<file path="src/rtl/aud_loop_pkg.sv">
// Shared types and constants for the loop playback reader.
package aud_loop_pkg;

  localparam int SAMPLE_W = 16;

  localparam logic signed [SAMPLE_W-1:0] SAT_MAX = 16'sh7FFF;
  localparam logic signed [SAMPLE_W-1:0] SAT_MIN = 16'sh8000;

  typedef enum logic [1:0] {
    S_IDLE = 2'd0,
    S_ARM  = 2'd1,
    S_RD   = 2'd2,
    S_OUT  = 2'd3
  } state_e;

endpackage

</file>
<file path="src/rtl/aud_loop_reader_sat_add.sv">
// Combinational 16+16 signed adder clamped to the 16-bit sample range.
// Zero latency; no flow control.
module aud_sat_add
  import aud_loop_pkg::*;
(
  input  logic signed [SAMPLE_W-1:0] a,
  input  logic signed [SAMPLE_W-1:0] b,
  output logic signed [SAMPLE_W-1:0] y
);

  logic signed [SAMPLE_W:0] sum;

  assign sum = {a[SAMPLE_W-1], a} + {b[SAMPLE_W-1], b};

  // The two top bits disagree exactly when the result left the 16-bit range.
  always_comb begin
    y = sum[SAMPLE_W-1:0];
    if (sum[SAMPLE_W] != sum[SAMPLE_W-1]) begin
      y = sum[SAMPLE_W] ? SAT_MIN : SAT_MAX;
    end
  end

endmodule

</file>
<file path="src/rtl/aud_loop_reader.sv">
// Loop playback: one async SRAM read per sample strobe, output READ_WAIT+1 cycles later; strobes during a read are dropped.
// Define AUD_LOOP_MIX_EN to sum the live sample with playback (saturating) and pass live audio through when idle.
module aud_loop_reader
  import aud_loop_pkg::*;
#(
  parameter int READ_WAIT = 2,
  parameter int ADDR_W    = 20
) (
  input  logic                       i_AUD_BCLK,
  input  logic                       i_rst_n,
  input  logic                       i_start,
  input  logic                       i_stop,
  input  logic [ADDR_W-1:0]          i_len,
  input  logic                       i_valid,
  input  logic signed [SAMPLE_W-1:0] i_data,
  input  logic [SAMPLE_W-1:0]        i_SRAM_DQ,
  output logic [ADDR_W-1:0]          o_SRAM_ADDR,
  output logic                       o_SRAM_CE_N,
  output logic                       o_SRAM_OE_N,
  output logic                       o_SRAM_WE_N,
  output logic                       o_SRAM_LB_N,
  output logic                       o_SRAM_UB_N,
  output logic signed [SAMPLE_W-1:0] o_data,
  output logic                       o_valid,
  output logic                       o_busy,
  output logic                       o_wrap,
  output logic                       o_overrun
);

  localparam int WC_W = $clog2(READ_WAIT + 1);

  state_e                     state;
  logic [ADDR_W-1:0]          addr_r;
  logic [ADDR_W-1:0]          len_r;
  logic [WC_W-1:0]            wait_cnt;
  logic                       sram_sel_n;
  logic                       oe_n;
  logic                       last;
  logic signed [SAMPLE_W-1:0] rd_sample;
  logic signed [SAMPLE_W-1:0] idle_sample;

`ifdef AUD_LOOP_MIX_EN
  logic signed [SAMPLE_W-1:0] live_r;

  aud_sat_add u_sat_add (
    .a (live_r),
    .b (i_SRAM_DQ),
    .y (rd_sample)
  );

  assign idle_sample = i_data;
`else
  logic unused_live;

  assign unused_live = ^i_data;
  assign rd_sample   = i_SRAM_DQ;
  assign idle_sample = '0;
`endif

  assign last        = (addr_r == len_r - 1'b1);
  assign o_SRAM_ADDR = addr_r;
  assign o_SRAM_CE_N = sram_sel_n;
  assign o_SRAM_LB_N = sram_sel_n;
  assign o_SRAM_UB_N = sram_sel_n;
  assign o_SRAM_OE_N = oe_n;
  assign o_SRAM_WE_N = 1'b1;
  assign o_busy      = (state != S_IDLE);

  always_ff @(posedge i_AUD_BCLK or negedge i_rst_n) begin
    if (!i_rst_n) begin
      state      <= S_IDLE;
      addr_r     <= '0;
      len_r      <= '0;
      wait_cnt   <= '0;
      sram_sel_n <= 1'b1;
      oe_n       <= 1'b1;
      o_data     <= '0;
      o_valid    <= 1'b0;
      o_wrap     <= 1'b0;
      o_overrun  <= 1'b0;
`ifdef AUD_LOOP_MIX_EN
      live_r     <= '0;
`endif
    end else begin
      o_valid <= 1'b0;
      o_wrap  <= 1'b0;
      if (i_valid && (state == S_RD || state == S_OUT)) begin
        o_overrun <= 1'b1;
      end

      // Stop outranks start; both abandon whatever read is in flight.
      if (i_stop) begin
        state      <= S_IDLE;
        addr_r     <= '0;
        wait_cnt   <= '0;
        sram_sel_n <= 1'b1;
        oe_n       <= 1'b1;
        if (state == S_IDLE) begin
          o_valid <= i_valid;
          o_data  <= idle_sample;
        end
      end else if (i_start && (i_len != '0)) begin
        state      <= S_ARM;
        len_r      <= i_len;
        addr_r     <= '0;
        wait_cnt   <= '0;
        sram_sel_n <= 1'b0;
        oe_n       <= 1'b1;
        o_overrun  <= 1'b0;
        if (state == S_IDLE) begin
          o_valid <= i_valid;
          o_data  <= idle_sample;
        end
      end else begin
        case (state)
          S_IDLE: begin
            o_valid <= i_valid;
            o_data  <= idle_sample;
          end
          S_ARM: begin
            if (i_valid) begin
              state    <= S_RD;
              wait_cnt <= WC_W'(1);
              oe_n     <= 1'b0;
`ifdef AUD_LOOP_MIX_EN
              live_r   <= i_data;
`endif
            end
          end
          S_RD: begin
            if (wait_cnt == WC_W'(READ_WAIT)) begin
              state    <= S_OUT;
              wait_cnt <= '0;
              oe_n     <= 1'b1;
              o_data   <= rd_sample;
              o_valid  <= 1'b1;
              o_wrap   <= last;
            end else begin
              wait_cnt <= wait_cnt + 1'b1;
            end
          end
          S_OUT: begin
            state  <= S_ARM;
            addr_r <= last ? '0 : addr_r + 1'b1;
          end
          default: state <= S_IDLE;
        endcase
      end
    end
  end

endmodule

</file>
<file path="config.mk">
export PLATFORM = sky130hd
export DESIGN_NAME = aud_loop_reader
export DESIGN_NICKNAME = d
export VERILOG_FILES = /design/src/rtl/aud_loop_pkg.sv /design/src/rtl/aud_loop_reader_sat_add.sv /design/src/rtl/aud_loop_reader.sv
export SDC_FILE = /design/constraint.sdc
export NUM_CORES = 1
export LEC_CHECK = 0
export BUFFER_PORTS_ARGS = -buffer_cell sky130_fd_sc_hd__buf_2
export CORE_MARGIN = 2
export CORE_UTILIZATION = 49
export CTS_BUF_LIST = sky130_fd_sc_hd__clkbuf_4
export DETAILED_ROUTE_END_ITERATION = 10
export PLACE_DENSITY = 0.81
export SLEW_MARGIN = 20
export SYNTH_ARGS = -nofsm -noshare
export SYNTH_HDL_FRONTEND = slang
export SYNTH_SLANG_ARGS = --single-unit
</file>
<file path="constraint.sdc">
create_clock -name i_AUD_BCLK -period 2.8 [get_ports i_AUD_BCLK]
set_input_delay 0.28 -clock i_AUD_BCLK [delete_from_list [all_inputs] [get_ports i_AUD_BCLK]]
set_output_delay 0.28 -clock i_AUD_BCLK [all_outputs]
set_load 0.05 [all_outputs]
</file>
==> summary.md, run 1 <==
| Metric | Value |
|---|---|
| Outcome | completed |
| Final count of negative-setup-slack endpoints | 0 |
| Final worst path period need | 2700 ps |
| H-tree depth | 3 |
| Initial core utilization | 0.513 |
| Worst EP required | 3130 ps |
| Worst Setup End Kind | flop |
| Area after DPL | 0.00433 mm2 |
| Overall routing resource usage | 0.229 |
| Critical path class | reg2reg |
| Top-count cell post-synth | dfrtp_1 |
| # placed instances | 545 |
| Least-Margin Pin Slew | 826 ps |
| Nets | 524 |
| First-pass GRT wire length | 15.3 mm |
| Initial antenna violation count | 0 |
| Drt pass-1 iters | 5 |
| Die area | 0.00838 mm2 |
| Layout cells sized above 1 | 0.385 |
| Vias | 3308 |
| Post-Synth Simple-Gate Area | 0.234 |
| Antenna-violating nets left | 0 |
| Ys Warns | 0 |
| Post-DP HPWL | 6.66 mm |
| Gr ovfl total | 0 |
| Sink Count | 65 |
| Async set-reset flop share out of synthesis | 1.00 |
| Post-Synth Adder-Cell Area | 0.00666 |
| Num rows | 31 |
| Antenna Cells | 0 |
| Crit Path Max Fanout | 9 |
| CTS tree | built |
| Relative slew slack | 0.449 |
| Area growth syn-to-layout | 23.1% |
| Buffers on Ports | 84 |
| Hold Path Class | in2async |
| Final critical-path share of the clock period | 0.964 |
| Clk_lat worst skew | 430 ps |
| Synth Area in Compound Gates | 0.133 |
| Register bit total from synthesis | 65 |
| Vias per cell | 5.81 |
| Multiplexer share of the synthesized area | 0.0656 |
| Core ar. | 0.00733 mm2 |
| Worst-case vdd ir drop | 0.301 mV |
| Max Clk Rate | 370 MHz |
| Post-synth EDFFs | 0 |
| Final cell count without fillers | 569 |
| Slew Limit Fails | 0 |
| Worst-path clk slew | 110 ps |
| Synth Flop Type | dfrtp_1 |
| Max clock buf depth | 2 |
| Critical Path, Cell by Cell | or4_2, o311ai_1, o32ai_1, a21oi_2, o21bai_2, nor4_4, buf_4, buf_12, nor3_1 |
| Post-Syn Area | 0.00376 mm2 |
| Root buf cell | clkbuf_4 |
| Placer Congestion | 0.922 |
| Overall power | 2.20 mW |
| Worst setup margin | 100 ps |
| Startpoint types | flop |
| Synthesized area per cell | 10.3 um2 |
| Lkg Pwr | 2.11 nW |
| Max-cap viol count | 0 |
| Hold WS | 6.89 ps |
| PD cells | 476 mW/mm2 |
| Worst Clk Skew | 13.8 ps |
| CP max-delay cell | or4_2 |
| Synth area leader | dfrtp_1 |
| Seq/Total Area, Yosys | 0.434 |
| Crit-path max cell delay | 680 ps |
| Wire per inst | 16.7 um |
| Top post-synthesis cells by area | dfrtp_1 42%, mux2_2 6.3%, xnor2_1 4.9% |
| Pre-CTS setup slack | 37.0 ps |
| Synth top area share | 0.420 |
| Xor/xnor share of the synthesized area | 0.0839 |
| WL final | 9.48 mm |
| Mapped Cells | 364 |
| Initial drt markers | 229 |
| Die width | 91.6 um |
| Largest net degree at the start of global routing | 66 |
| Commonest cells in the netlist | 63 x dfrtp_1, 21 x mux2_2, 21 x nor2_1, 21 x xnor2_1 |
| Post-Layout Inst Area | 0.00463 mm2 |
| Inserted Clock Buffers | 9 |
| I/O Pins | 102 |
| DRC Markers | 0 |
| Mapped Nets | 423 |
| Die height | 91.6 um |
| Fin. Hold Viols | 0 |
| WP data arrival | 3030 ps |
| Vias in the first global route | 3230 |
| Netlist cell types | 68 |
| Main combinational cell family by area after synthesis | simple AND/OR/NAND/NOR gates |
[path summary, 6_finish.rpt]
kind                           start               to  slack [ps]  cells after the start
min                          i_rst_n  o_SRAM_ADDR[16]           7                      2
max in group asynchronous    i_rst_n         len_r[6]        2220                      2
max reg2reg                 len_r[6]   o_SRAM_ADDR[8]         100                      9
max                         len_r[6]   o_SRAM_ADDR[8]         100                      9
min in group i_AUD_BCLK       i_stop         state[0]          60                      2
min reg2reg                o_data[8]        o_data[8]         510                      1
[timing repair]
item / in CTS / in global routing
gates resized for setup: 0 / 11
endpoints found under the hold margin: 0 / 0
setup endpoints to repair: 0 / 21
hold buffers: 0 / 0
setup buffers: 0 / 6
[cell usage in the layout, fill, tap and decap left out, types with 15 or more instances in the layout]
master / count
a22o_1: 16
buf_2: 84
buf_4: 22
dfrtp_1: 62
mux2_2: 21
nand2_1: 17
nand3_1: 17
nor2_1: 20
nor3_1: 16
xnor2_1: 21
xor2_1: 15
[registers in the layout, indices dropped and copies added (netlist names)]
register	count
o_SRAM_CE_N	1
o_SRAM_OE_N	1
o_data	16
o_overrun	1
len_r	20
wait_cnt	2
o_wrap	1
state	2
o_valid	1
o_SRAM_ADDR	20
[cell type report]
type	count	area, um2
multi-input combinational	268	2030
sequential	65	1630
inverter	12	45.0
fill	589	2700
timing repair buffer	109	642
clock inverter	4	67.6
tap	99	124
clock buffer	12	90.1
[layer usage]
layer / routed length, um / GRT usage
met4: 235 / 0.0896
met3: 748 / 0.0730
met1: 3800 / 0.290
met2: 4700 / 0.364
met5: 0 / 0
[critical path: cells and delay by family (launching register included)]
kind	cells	cell delay, ps
AND/OR/NAND/NOR	3	930
flip-flops	1	490
buffers and inverters	2	310
AO/OA/AOI/OAI	4	890
[report_power, final]
group / switching, mW / internal, mW
clock: 0.339 / 0.387
sequential: 0.0771 / 0.987
combinational: 0.234 / 0.179
[cells by family after synthesis]
group | count (synthesis)
buffers and inverters | 31
AO/OA/AOI/OAI | 65
adder cells (fa/ha/maj) | 2
XOR/XNOR | 36
other | 1
flip-flops | 65
multiplexers | 22
AND/OR/NAND/NOR | 142
[metrics by stage]
stage               setup TNS (ps)  utilization
CTS                              0        0.613
finish                           0        0.631
floorplan                        0            -
detailed placement               0        0.591
global route                  -298        0.631
global placement                 0        0.591
Note: power is estimated with default switching activity, not from simulation.
==> run 2: changes to the inputs <==
PLACE_DENSITY = 0.86   (was 0.81)
clock period = 2.41 ns   (was 2.8 ns; I/O delays follow)
==> summary.md, run 2 (synthesis gave the netlist of run 1 again) <==
| Metric | Value |
|---|---|
| Outcome | finished, violations left |
| Failing checks | negative setup slack |
| Overall routing resource usage | 0.252 (+0.0228) |
| Inserted Clock Buffers | 9 (unchanged) |
| Initial core utilization | 0.513 (unchanged) |
| WP data arrival | 2940 ps (-90 ps) |
| Fin. Hold Viols | 0 (unchanged) |
| Hold Path Class | in2reg |
| Root buf cell | clkbuf_4 |
| Post-Layout Inst Area | 0.00491 mm2 (+6.2%) |
| H-tree depth | 3 (unchanged) |
| CTS tree | built |
| Worst Clk Skew | 11.3 ps (-2.51 ps) |
| Final count of negative-setup-slack endpoints | 21 (+21) |
| Max-cap viol count | 0 (unchanged) |
| Post-DP HPWL | 7.53 mm (+13%) |
| First-pass GRT wire length | 16.8 mm (+9.7%) |
| PD cells | 510 mW/mm2 (+7.1%) |
| Final critical-path share of the clock period | 1.09 (+0.127) |
| Register area | 0.00163 mm2 (unchanged) |
| DRC Markers | 0 (unchanged) |
| Vias per cell | 5.88 (+1.1%) |
| Vias in the first global route | 3529 (+9.3%) |
| Least-Margin Pin Slew | 652 ps (-174 ps) |
| Die height | 91.6 um (unchanged) |
| I/O Pins | 102 (unchanged) |
| Fillers | 544 (-7.6%) |
| Footprint of the multi-input gates | 0.00209 mm2 (+3.1%) |
| Drt pass-1 iters | 4 (-1) |
| Placer Congestion | 0.905 (-1.8%) |
| Worst-path clk slew | 120 ps (about the same) |
| Commonest non-fill, non-tap cell in the layout | buf_2 |
| Buffers on Ports | 84 (unchanged) |
| Num rows | 31 (unchanged) |
| Min-Delay Path Depth | 2 |
| Most frequent cells in the layout | 84 x buf_2, 62 x dfrtp_1, 53 x buf_4 |
| Pre-CTS setup slack | -254 ps (-291 ps) |
| Worst Setup End Kind | flop |
| Crit Path Max Fanout | 5 (-4) |
| Sink Count | 65 (unchanged) |
| Final cell count without fillers | 602 (+5.8%) |
| Critical path class | reg2reg |
| Die area | 0.00838 mm2 (unchanged) |
| Core ar. | 0.00733 mm2 (unchanged) |
| Max clock buf depth | 2 (unchanged) |
| Worst EP required | 2720 ps (-410 ps) |
| RSZ-0062 raised after global routing | yes |
| Wire per inst | 17.4 um (+4.5%) |
| Gr ovfl total | 0 (unchanged) |
| Largest net degree at the start of global routing | 41 (-38%) |
| Vias | 3540 (+7.0%) |
| Layout cells sized above 1 | 0.441 (+0.0562) |
| Final worst path period need | 2630 ps (-69.9 ps) |
| Max Clk Rate | 380 MHz (+2.7%) |
| Reg2reg start | len_r[0] |
| Area after DPL | 0.00459 mm2 (+6.0%) |
| Startpoint types | flop |
| Worst-case vdd ir drop | 0.304 mV (+0.98%) |
| WL final | 10.5 mm (+11%) |
| Slew Limit Fails | 0 (unchanged) |
| Initial drt markers | 189 (-17%) |
| Area growth syn-to-layout | 30.8% |
| Relative slew slack | 0.565 (+0.116) |
| Clk_lat worst skew | 430 ps (about the same) |
| Lkg Pwr | 2.27 nW (+7.8%) |
| Antenna Cells | 0 (unchanged) |
| Initial antenna violation count | 0 (unchanged) |
| Slack of the worst reg-to-reg path | -220 ps (-320 ps) |
| R2r endpoint | o_SRAM_ADDR[4] |
| Nets | 557 (+6.3%) |
| Antenna-violating nets left | 0 (unchanged) |
| Hold WS | 9.95 ps (+3.07 ps) |
| Crit path from | len_r[0] |
| Reg2reg path depth | 11 (+2) |
| Worst setup margin | -220 ps (-320 ps) |
| Setup crit end | o_SRAM_ADDR[4] |
| Die width | 91.6 um (unchanged) |
| # placed instances | 575 (+5.5%) |
## run 2: timing repair
item / 4_1_cts / 5_1_grt
hold buffers: 1 / 0
cloned: 0 / 0
pin swaps: 8 / 4
endpoints found under the hold margin: 25 / 0
setup buffers: 5 / 5
setup endpoints to repair: 21 / 21
resized for setup: 19 / 6
## run 2: how the worst min path moves through the flow
stage,from,endpoint,slack [ps]
final,i_stop,state[0],10
after global routing,i_SRAM_DQ[15],o_data[15],3
after CTS,i_stop,state[0],8
after detailed placement,i_rst_n,o_SRAM_ADDR[14],290
after global placement,i_rst_n,o_SRAM_ADDR[14],270
after floorplan,i_rst_n,len_r[0],-50
## run 2: power breakdown
| part | internal [mW] | switching (mW) |
|---|---|---|
| registers | 1.15 | 0.0660 |
| clock network | 0.219 | 0.448 |
| logic | 0.290 | 0.336 |
| total | 1.66 | 0.850 |
## run 2: per-layer routing
metal	global-route usage	share of wire	up-vias
li1	-	-	1604
met1	0.314	0.40	1740
met3	0.0589	0.073	37
met4	0.117	0.035	0
met5	0	0	-
met2	0.412	0.49	159
## run 2: cell type report
type | instances | share of cell area
multi-input cells | 268 | 0.426
well taps | 99 | 0.0252
flip-flops and latches | 65 | 0.332
clock inverters | 7 | 0.0115
repair buffers | 142 | 0.183
inverters | 12 | 0.00917
clock buffers | 9 | 0.0138
## run 2: critical path: stages, from the launching register on
cell      delay (ps)
dfrtp_1          430
inv_1             70
ha_2             190
nor3b_4          330
nand4_1          170
buf_4            180
mux2_2           300
a31oi_4          180
o211ai_2         140
nor4_4           250
buf_4            220
nor3_2            50
## run 2: per-stage QoR
step | total power [mW] | utilization | TNS (ps)
floorplan | 1.55 | - | -3510
global placement | 1.75 | 0.627 | -3210
detailed placement | 1.78 | 0.627 | -4500
CTS | 2.48 | 0.660 | -4390
global route | 2.62 | 0.670 | -6750
finish | 2.51 | 0.670 | -3520
